`src/rtl/seq_cla_adder.sv`:
```
// Multi-cycle carry-lookahead adder: one GROUP-bit chunk per cycle, LSB chunk first,
// folding chunk generate/propagate into word-level G/P behind valid/ready handshakes.
module seq_cla_adder #(
  parameter int WIDTH = 16,
  parameter int GROUP = 4
) (
  input  logic             clk,
  input  logic             rst,
  input  logic             in_valid,
  output logic             in_ready,
  input  logic [WIDTH-1:0] a,
  input  logic [WIDTH-1:0] b,
  input  logic             c_in,
  output logic             out_valid,
  input  logic             out_ready,
  output logic [WIDTH-1:0] sum,
  output logic             c_out,
  output logic             g_out,
  output logic             p_out
);

  localparam int NCHUNK = WIDTH / GROUP;
  localparam int CNT_W  = (NCHUNK > 1) ? $clog2(NCHUNK) : 1;
  localparam logic [CNT_W-1:0] LAST_CHUNK = CNT_W'(NCHUNK - 1);

  typedef enum logic [1:0] {IDLE, RUN, DONE} state_t;

  // Lookahead over one chunk: every carry is formed from the prefix generate/propagate
  // of the bits below it and the chunk carry-in. Result is {Gk, Pk, cout, s}.
  function automatic logic [GROUP+2:0] cla_chunk(
    input logic [GROUP-1:0] ca,
    input logic [GROUP-1:0] cb,
    input logic             cin
  );
    logic [GROUP-1:0] g;
    logic [GROUP-1:0] p;
    logic [GROUP-1:0] s;
    logic [GROUP:0]   c;
    logic             gg;
    logic             pp;
    g    = ca & cb;
    p    = ca ^ cb;
    c    = '0;
    c[0] = cin;
    gg   = 1'b0;
    pp   = 1'b1;
    for (int i = 0; i < GROUP; i++) begin
      gg     = g[i] | (p[i] & gg);
      pp     = p[i] & pp;
      c[i+1] = gg | (pp & cin);
    end
    s = p ^ c[GROUP-1:0];
    return {gg, pp, c[GROUP], s};
  endfunction

  state_t             state_q, state_d;
  logic [CNT_W-1:0]   cnt_q, cnt_d;
  logic [WIDTH-1:0]   a_q, a_d;
  logic [WIDTH-1:0]   b_q, b_d;
  logic               carry_q, carry_d;
  logic               gacc_q, gacc_d;
  logic               pacc_q, pacc_d;
  logic [WIDTH-1:0]   sum_q, sum_d;
  logic               c_out_q, c_out_d;
  logic               g_out_q, g_out_d;
  logic               p_out_q, p_out_d;
  logic               out_valid_q, out_valid_d;

  logic [GROUP-1:0]   a_chunk;
  logic [GROUP-1:0]   b_chunk;
  logic [GROUP+2:0]   chunk_res;
  logic [GROUP-1:0]   chunk_s;
  logic               chunk_c;
  logic               chunk_g;
  logic               chunk_p;

  always_comb begin
    a_chunk = '0;
    b_chunk = '0;
    for (int k = 0; k < NCHUNK; k++) begin
      if (cnt_q == CNT_W'(k)) begin
        a_chunk = a_q[k*GROUP +: GROUP];
        b_chunk = b_q[k*GROUP +: GROUP];
      end
    end
    chunk_res = cla_chunk(a_chunk, b_chunk, carry_q);
    chunk_s   = chunk_res[GROUP-1:0];
    chunk_c   = chunk_res[GROUP];
    chunk_p   = chunk_res[GROUP+1];
    chunk_g   = chunk_res[GROUP+2];
  end

  always_comb begin
    state_d     = state_q;
    cnt_d       = cnt_q;
    a_d         = a_q;
    b_d         = b_q;
    carry_d     = carry_q;
    gacc_d      = gacc_q;
    pacc_d      = pacc_q;
    sum_d       = sum_q;
    c_out_d     = c_out_q;
    g_out_d     = g_out_q;
    p_out_d     = p_out_q;
    out_valid_d = out_valid_q;
    case (state_q)
      IDLE: begin
        if (in_valid) begin
          a_d     = a;
          b_d     = b;
          carry_d = c_in;
          gacc_d  = 1'b0;
          pacc_d  = 1'b1;
          cnt_d   = '0;
          state_d = RUN;
        end
      end
      RUN: begin
        for (int k = 0; k < NCHUNK; k++) begin
          if (cnt_q == CNT_W'(k)) sum_d[k*GROUP +: GROUP] = chunk_s;
        end
        carry_d = chunk_c;
        gacc_d  = chunk_g | (chunk_p & gacc_q);
        pacc_d  = chunk_p & pacc_q;
        if (cnt_q == LAST_CHUNK) begin
          cnt_d       = '0;
          state_d     = DONE;
          out_valid_d = 1'b1;
          c_out_d     = chunk_c;
          g_out_d     = gacc_d;
          p_out_d     = pacc_d;
        end else begin
          cnt_d = cnt_q + CNT_W'(1);
        end
      end
      DONE: begin
        if (out_ready) begin
          out_valid_d = 1'b0;
          state_d     = IDLE;
        end
      end
      default: state_d = IDLE;
    endcase
  end

  always_ff @(posedge clk) begin
    if (rst) begin
      state_q     <= IDLE;
      cnt_q       <= '0;
      carry_q     <= 1'b0;
      gacc_q      <= 1'b0;
      pacc_q      <= 1'b1;
      sum_q       <= '0;
      c_out_q     <= 1'b0;
      g_out_q     <= 1'b0;
      p_out_q     <= 1'b0;
      out_valid_q <= 1'b0;
    end else begin
      state_q     <= state_d;
      cnt_q       <= cnt_d;
      carry_q     <= carry_d;
      gacc_q      <= gacc_d;
      pacc_q      <= pacc_d;
      sum_q       <= sum_d;
      c_out_q     <= c_out_d;
      g_out_q     <= g_out_d;
      p_out_q     <= p_out_d;
      out_valid_q <= out_valid_d;
    end
  end

  // Operand registers are pure data: only ever read in RUN, after a load in IDLE.
  always_ff @(posedge clk) begin
    a_q <= a_d;
    b_q <= b_d;
  end

  assign in_ready  = (state_q == IDLE) && !rst;
  assign out_valid = out_valid_q;
  assign sum       = sum_q;
  assign c_out     = c_out_q;
  assign g_out     = g_out_q;
  assign p_out     = p_out_q;

endmodule

```
`config.mk`:
```
export PLATFORM = sky130hd
export DESIGN_NAME = seq_cla_adder
export DESIGN_NICKNAME = d
export VERILOG_FILES = /design/src/rtl/seq_cla_adder.sv
export SDC_FILE = /design/constraint.sdc
export NUM_CORES = 1
export LEC_CHECK = 0
export ABC_AREA = 1
export BUFFER_PORTS_ARGS = -buffer_cell sky130_fd_sc_hd__buf_4
export CORE_MARGIN = 2
export CORE_UTILIZATION = 35
export DETAILED_ROUTE_END_ITERATION = 6
export PLACE_DENSITY_LB_ADDON = 0.2
export SETUP_SLACK_MARGIN = 0.15
export SKIP_CTS_REPAIR_TIMING = 1
export SYNTH_ARGS = -nofsm -noshare
export SYNTH_HDL_FRONTEND = slang
export SYNTH_SLANG_ARGS = --single-unit
```
`constraint.sdc`:
```
create_clock -name clk -period 7 [get_ports clk]
set_clock_uncertainty 0.05 [all_clocks]
set_input_delay 0.7 -clock clk [delete_from_list [all_inputs] [get_ports clk]]
set_output_delay 0.7 -clock clk [all_outputs]
set_load 0.01 [all_outputs]
```
# --- Yosys cells after proc, flatten, opt, wreduce, memory -nomap -nowiden ---
# Index checks and enable logic that the tools add are counted.
totals:
  regBits: 59
  input_bits: 37
  output_inout_bits: 21
  wordCells: 85
op_classes:
  addsub: 1
  eq_ne: 8
  mux: 24
  bitwise_logic: 23
  n_reduce_logical: 14
ops:
  columns: ["operator", "n"]
  rows:
  - ["4-bit 2-to-1 mux", 8]
  - ["1-bit bitwise AND", 12]
  - ["2-bit AND reduction", 6]
  - ["2-bit 2-to-1 mux", 5]
  - ["1-bit bitwise OR", 8]
  - ["1-bit case mux with 2 select lines", 4]
  - ["4-bit bitwise XOR", 2]
  - ["2-bit equality test (second input constant)", 3]
  - ["2-bit != test (second input constant)", 3]
  - ["2-bit case mux with 3 select lines", 1]
  - ["3-bit AND reduction", 2]
  - ["1-bit 2-to-1 mux", 5]
  - ["4-bit bitwise AND", 1]
  - ["2-bit by 1-bit equality test with 1-bit output (second input constant)", 2]
  - ["2-bit logical NOT", 2]
  - ["2-bit case mux with 2 select lines", 1]
  - ["2-bit nonzero test", 2]
  - ["2-bit by 1-bit adder with 2-bit output (second input constant)", 1]
  - ["1-bit logical AND", 1]
  - ["1-bit logical NOT", 1]

# --- Logic depth before layout (Yosys ltp) ---
# Gate-level depths: netlist of the first run.
depth:
  depth_word: 14
  ltp_mapped: 19

# --- Least setup slack after synthesis of the first run ---
# OpenSTA, ideal clock, no wires.
synth_timing:
  path_kind: "register to register"
  startpoint: "register cnt_q[0]"
  endpoint: "register sum_q[3], in the netlist sum[3]"
  setup_ns: 0.109
  arrival_time_ns: 2.147
  t_required_ns: 6.841
  path_slack_ns: 4.694
  path_stages_with_launch: 19
  synth_period_minus_slack_ns: 2.306
  cell_sequence: "dfxtp_1 inv_1 ha_1 inv_1 clkbuf_1 nand2_1 o21ai_0 a21oi_1 ha_1 nand2_1 nand2_1 nand2_1 nand2_1 inv_1 nand2_1 nand2_1 nand3_1 nand2_1 inv_1"
synth_between:
  elab_chain_len: 12
synth_lines:
  columns: ["element", "line", "rtl"]
  rows:
  - ["start: declaration", "57", "logic [CNT_W-1:0] cnt_q, cnt_d;"]
  - ["start signal: assignment", "160", "cnt_q <= cnt_d;"]
  - ["2-bit logical NOT", "81, 120", null]
  - ["4-bit 2-to-1 mux (4 in series)", "81", "if (cnt_q == CNT_W'(k)) begin"]
  - ["4-bit bitwise XOR / 4-bit bitwise AND (equally long branches)", "42, 41", null]
  - ["1-bit bitwise AND", "48", "gg = g[i] | (p[i] & gg);"]
  - ["1-bit bitwise OR", "48", null]
  - ["1-bit bitwise AND", "48", null]
  - ["1-bit bitwise OR", "48", null]
  - ["1-bit bitwise OR", "50", "c[i+1] = gg | (pp & cin);"]
  - ["4-bit bitwise XOR", "52", "s = p ^ c[GROUP-1:0];"]
  - ["end signal: assignment", "164", "sum_q <= sum_d;"]
  - ["end: declaration", "63", "logic [WIDTH-1:0] sum_q, sum_d;"]
# Parallel ways exist; a longest one is shown, timed or not.
# A chain may end at the register's enable or synchronous reset.

# --- Worst setup path after layout of the first run ---
layout_timing:
  startpoint: "register cnt_q[1]"
  endpoint: "register sum_q[11], in the netlist sum[11]"
layout_between:
  elab_chain_len: 12
layout_lines:
  columns: ["element", "line"]
  rows:
  - ["2-bit logical NOT", "81"]
  - ["4-bit 2-to-1 mux (4 in series)", "81"]
  - ["4-bit bitwise XOR / 4-bit bitwise AND (equally long branches)", "42, 41"]
  - ["1-bit bitwise AND", "48"]
  - ["1-bit bitwise OR", "48"]
  - ["1-bit bitwise AND", "48"]
  - ["1-bit bitwise OR", "48"]
  - ["1-bit bitwise OR", "50"]
  - ["4-bit bitwise XOR", "52"]
# Parallel ways exist; a longest one is shown, timed or not.

==> results of run 1 <==
[placed cells by master, fill, tap and decap left out, drive strengths merged]
master  count
fa          1
nor2       13
bufinv      1
a21oi      22
nand3      11
o21a        9
inv        33
xnor2       2
nor3        1
clkbuf     12
dfxtp      27
o21ai      18
a22oi       8
nand4       1
o21bai      2
buf        58
nand3b      1
nand2      55
edfxtp     32
clkinv      3
ha          8
[how the worst max path moves through the flow]
stage | from | slack [ps] | end | cells after the start
2_1_floorplan | cnt_q[0] | 4690 | sum[3] | 18
4_1_cts | cnt_q[1] | 4300 | sum[2] | 14
6_report | cnt_q[1] | 4320 | sum[11] | 18
3_5_place_dp | cnt_q[1] | 4300 | sum[2] | 14
5_1_grt | cnt_q[1] | 3980 | sum[15] | 18
3_3_place_gp | cnt_q[1] | 4410 | carry_q | 14
[per-layer routing]
metal | wire length, um | vias to the layer above
li1 | - | 968
met1 | 2440 | 818
met2 | 2350 | 65
met3 | 307 | 9
met4 | 106 | 0
met5 | 0 | -
[synthesized netlist by cell type, drive strengths merged]
cell type,instances,area share
nand3,11,0.022
nor3,1,0.0020
nand2,55,0.086
clkinv,1,0.0015
fa,1,0.0080
o21ai,18,0.038
nand4,1,0.0025
nand3b,1,0.0030
clkbuf,4,0.0060
a21oi,22,0.044
buf,2,0.0065
inv,32,0.048
dfxtp,27,0.22
edfxtp,32,0.39
nor2,13,0.026
o21a,9,0.027
xnor2,2,0.0070
a22oi,8,0.024
o21bai,2,0.0060
ha,8,0.040
[metrics by stage]
step | cell area [um^2] | power (uW) | instances | worst slack [ps]
final | 3230 | 861 | 414 | 4320
after global routing | 3230 | 907 | 414 | 3980
after CTS | 3230 | 873 | 414 | 4300
after detailed placement | 3020 | 546 | 398 | 4300
after global placement | 3020 | 542 | 398 | 4410
after floorplan | 2490 | 493 | 250 | 4690
[report_power, final]
| group | switching [uW] | internal (uW) |
|---|---|---|
| sequential | 9.23 | 387 |
| combinational | 84.0 | 57.4 |
| clock | 129 | 195 |
[cells by family (layout without fill, tap and decap cells)]
kind of cell / Yosys count / after routing / share of synthesized area
xor+xnor: 2 / 2 / 0.00703
fa+ha+maj: 9 / 9 / 0.0482
flops: 59 / 59 / 0.602
buf+inv: 39 / 107 / 0.0622
simple gates: 82 / 82 / 0.141
compound gates: 59 / 59 / 0.139
[sequential cells by signal, indices dropped and copies added (netlist names)]
register / flops
a_q: 16
b_q: 16
c_out: 1
carry_q: 1
cnt_q: 2
g_out: 1
gacc_q: 1
out_valid: 1
p_out: 1
pacc_q: 1
state_q: 2
sum: 16
[worst max-delay path: cells and delay by family (launching register included)]
kind	cells	cell delay, ps
AND/OR/NAND/NOR	10	980
buffers and inverters	3	180
adder cells (fa/ha/maj)	2	640
flip-flops	1	380
AO/OA/AOI/OAI	3	350
[area by class of cell]
cell class	count	area [um^2]	share of cell area
Inverter	33	124	0.0384
Timing Repair Buffer	58	435	0.135
Tap cell	96	120	0.0372
Sequential cell	59	1500	0.465
Clock inverter	4	46.3	0.0143
Clock buffer	12	166	0.0515
Multi-Input combinational cell	152	836	0.259
==> impl_metrics.ini, run 1 <==
[min_path]
hp-class = reg2reg
min_path_cells = 2
hold_end = out_valid
hp-start = out_valid

[logic_synthesis]
avgSynthCellArea_um2 = 9.97
ys_types = 25
synthCells = 250
synth_area_um2 = 2490
yosys_register_bits = 59
yosysSeqAreaShare = 0.602
syn_nets = 296
ys_warn_count = 0

[worst_setup_path]
worstPathCellList = inv_1, ha_1, nor2_4, a22oi_1, nand2_1, o21ai_0, a21oi_1, ha_1, nand2_1, nand2_1, nand2_1, nand2_1, inv_1, nand2_1, nand2_1, nand3_1, nand2_1, inv_1
crit_type = reg2reg
reg2regPathDepth = 18
worstPathArrival_ps = 2870
slowest_stage = dfxtp_1
rrSetupSlack_ps = 4320
max_stage_delay_ps = 380
cpMostUsedCell = nand2_1
worstReg2RegStart = cnt_q[1]
timing.rr.end = sum[11]
cp-start-kind = flop
worst_ep_required_time_ps = 7190
cp-end-kind = flop
cp_max_fo = 10

[timing]
worst_slew_pin_slew_ps = 478
period_minus_slack_ps = 2680
finalSetupViolCount = 0
fmax_ghz = 0.373
whs_ps = 417
period_share = 0.383
rsz0062_at_grt = false
slew_headroom = 0.679
final_max_slew_viol_count = 0
hold_viol_final = 0
setup_tns_ps = 0

[global_route]
grt_pass1_wl_mm = 8.74
grt_max_degree = 35
use_met2 = 0.221
overflow = 0
antenna_found_initial = 0
track_usage = 0.150
top_usage_layer = met2
grt_pass1_vias = 1870
grt_use_met1 = 0.195
use_met3 = 0.0438

[clocking]
clockBufferDepth = 2
cts_made_buffers = 9
root_buffer = clkbuf_8
clock_latency_ps = 340
h-tree-depth = 3
clk_pin_slew_ps = 70
cts_tree = yes
clock_sinks = 59

[power_and_ir_drop]
power.leakage_uw = 0.00147
power.density_nw_per_um2 = 267
ir_drop_v = 0.000128

[routing]
avgRoutedWirePerCell_um = 12.6
drt_wl_total_mm = 5.21
first_pass_iters = 4
drt_iter0_drc = 123
drc_errors = 0
vias_per_cell = 4.49
antenna_left = 0
vias = 1860

[job]
max_cap_viol_count = 0

[layout]
final_util = 0.473
drive_above_1_share = 0.248
syn2layout_area_growth_pct = 29.6
nFillCells = 667
finish.net_count = 359
diodes = 0

[die]
initial_core_util = 0.365
placementRows = 30
ios = 58
fp.coreArea_um2 = 6830
die_area_um2 = 7810
die_w_um = 88.4
die_h_um = 88.4

[place]
dp_hpwl_mm = 3.87
gp_congestion = 0.840
io_buffers = 57

[run_status]
status = completed
No activity file was read; power rests on OpenSTA's default activity.
==> run 2: changes to the inputs <==
--- a/config.mk
+++ b/config.mk
@@ -5,7 +5,7 @@
 export SDC_FILE = /design/constraint.sdc
 export NUM_CORES = 1
 export LEC_CHECK = 0
-export ABC_AREA = 1
+export ABC_AREA = 0
 export BUFFER_PORTS_ARGS = -buffer_cell sky130_fd_sc_hd__buf_4
 export CORE_MARGIN = 2
 export CORE_UTILIZATION = 35
==> constraint.sdc (replaced) <==
create_clock -name clk -period 2.5 [get_ports clk]
set_clock_uncertainty 0.05 [all_clocks]
set_input_delay 0.25 -clock clk [delete_from_list [all_inputs] [get_ports clk]]
set_output_delay 0.25 -clock clk [all_outputs]
set_load 0.01 [all_outputs]
==> run 2 against run 1 <==
  * Synthesized cell count is 7.2% lower
  * Combinational power grew to 4.1 times the previous value
  * Non-clock buffer count is 31 higher
  * Sequential share of layout area is 6.3 points lower
  * Global-route usage is 0.15 points higher
  * Critical path type unchanged
  * Critical endpoint is now sum[14]
  * Highest routed layer unchanged
==> impl_metrics.ini, run 2 <==
[clocking]
clock_sinks = 59
root_buffer = clkbuf_8
clk_pin_slew_ps = 70
clock_latency_ps = 340
cts_tree = yes
clockBufferDepth = 2
h-tree-depth = 3
cts_made_buffers = 9

[routing]
avgRoutedWirePerCell_um = 14.9
first_pass_iters = 4
vias_per_cell = 4.98
drt_iter0_drc = 73
antenna_left = 0
drt_wl_total_mm = 6.27
drc_errors = 0
vias = 2096

[power_and_ir_drop]
combPwrFrac = 0.233
seqPwrFrac = 0.445
p_int_uw = 1830
power.leakage_uw = 0.00150
power.density_nw_per_um2 = 668
power_frac_clock = 0.322
ir_drop_v = 0.000404
switching_share = 0.270
p_sw_uw = 677

[global_route]
grt_max_degree = 38
track_usage = 0.151
overflow = 0
antenna_found_initial = 0
grt_pass1_vias = 1959
grt_pass1_wl_mm = 9.60

[logic_synthesis]
synthMostInstantiatedCell = edfxtp_1
avgSynthCellArea_um2 = 11.1
synth_top_family_by_area = simple AND/OR/NAND/NOR gates
yosysSeqAreaShare = 0.582
yosysTopAreaCell = edfxtp_1
syn_nets = 278
synth.area.top_cells = edfxtp_1 37%, dfxtp_1 21%, a21oi_1 3.9%
yosys_register_bits = 59
synth_ff_type = edfxtp_1
synth-edff-count = 32
synth_adder_area_share = 0.0465
async_flop_share = 0
ys_types = 39
synth_area_um2 = 2580
synth_compound_area_frac = 0.155
ys_warn_count = 0
synthCells = 232
synth_xor_area_frac = 0.00679
synthMuxAreaShare = 0
synth_commonest_cells = 32 x edfxtp_1, 27 x dfxtp_1, 20 x a21oi_1
synth_top_area_share = 0.372
yosys.area_share.simple = 0.171

[worst_setup_path]
crit_type = reg2reg
worst_ep_required_time_ps = 2670
cp_max_fo = 9
worstReg2RegStart = cnt_q[1]
cp-start-kind = flop
worstPathCellList = inv_2, ha_4, buf_12, a221oi_4, nor3_2, a21o_1, ha_4, a21o_1, a21oi_4, nor4_1, a311o_1
max_stage_delay_ps = 330
critPathBufInv = 2
cp-end-kind = flop
reg2regPathDepth = 11
slowest_stage = dfxtp_2
timing.rr.end = sum[14]
path_delay_family = compound AO/OA/AOI/OAI gates
worstPathArrival_ps = 2630
rrSetupSlack_ps = 40

[die]
ios = 58
die_w_um = 89.9
placementRows = 31
initial_core_util = 0.358
fp.coreArea_um2 = 7210
die_h_um = 89.9
die_area_um2 = 8080

[timing]
final_max_slew_viol_count = 0
rsz0062_at_grt = true
whs_ps = 33.8
fmax_ghz = 0.406
period_share = 0.984
slew_headroom = 0.659
worst_slew_pin_slew_ps = 510
hold_viol_final = 0
finalSetupViolCount = 0
period_minus_slack_ps = 2460

[layout]
finish.net_count = 363
final_cell_mix = 81 x buf_4, 32 x edfxtp_1, 25 x dfxtp_1
design_area_um2 = 3750
drive_above_1_share = 0.435
multi_input_area_um2 = 1180
layout_commonest_cell = buf_4
syn2layout_area_growth_pct = 45.2
register_area_um2 = 1510
diodes = 0
final_util = 0.520
nFillCells = 685

[min_path]
hp-start = a[14]
hold_end = a_q[14]
min_path_cells = 1
hp-class = in2reg

[place]
gp_congestion = 0.852
io_buffers = 57
placed_area_um2 = 3310
dp_hpwl_mm = 4.15

[job]
max_cap_viol_count = 0

[run_status]
status = completed
-- run 2: cell type report --
class                      instances  share of cell area
clock buffer                      12              0.0360
sequential                        59               0.402
tap                               99              0.0330
clock inverter                     4              0.0117
multi-input combinational        149               0.314
inverter                           9             0.00968
timing repair buffer              89               0.193
-- run 2: per-layer routing --
metal	wire (um)	part of all wire	global-route usage	up-vias
met2	2920	0.46	0.222	65
met5	0	0	0	-
met1	2860	0.46	0.207	984
met4	146	0.023	0.0808	0
met3	352	0.056	0.0369	11
li1	-	-	-	1036
-- run 2: power by group through the flow --
stage / clock, uW / sequential, uW / combinational (uW)
after floorplan: 0 / 1130 / 281
final: 807 / 1110 / 585
after global placement: 0 / 1130 / 465
after CTS: 827 / 1110 / 476
after detailed placement: 0 / 1130 / 474
after global routing: 876 / 1120 / 633
-- run 2: through the flow --
stage	std cells	power, uW	setup WS [ps]	TNS (ps)
CTS	410	2410	-195	-2340
detailed placement	394	1610	-182	-1970
global route	421	2630	-62.2	-418
floorplan	232	1410	100	0
finish	421	2500	39.9	0
global placement	394	1600	-142	-1140
-- run 2: cells by family (layout without fill, tap and decap cells) --
group / Yosys count / count (layout)
simple gates: 79 / 79
compound gates: 59 / 59
flops: 59 / 59
buf+inv: 24 / 114
fa+ha+maj: 9 / 9
xor+xnor: 2 / 2
-- run 2: worst max-delay path by stage --
stage / cells past startpoint / from / end / slack (ps)
floorplan: 12 / cnt_q[0] / sum[14] / 100
global placement: 11 / cnt_q[1] / sum[14] / -140
detailed placement: 11 / cnt_q[1] / sum[14] / -180
CTS: 11 / cnt_q[1] / sum[14] / -190
global route: 11 / cnt_q[1] / sum[14] / -60
finish: 11 / cnt_q[1] / sum[14] / 40
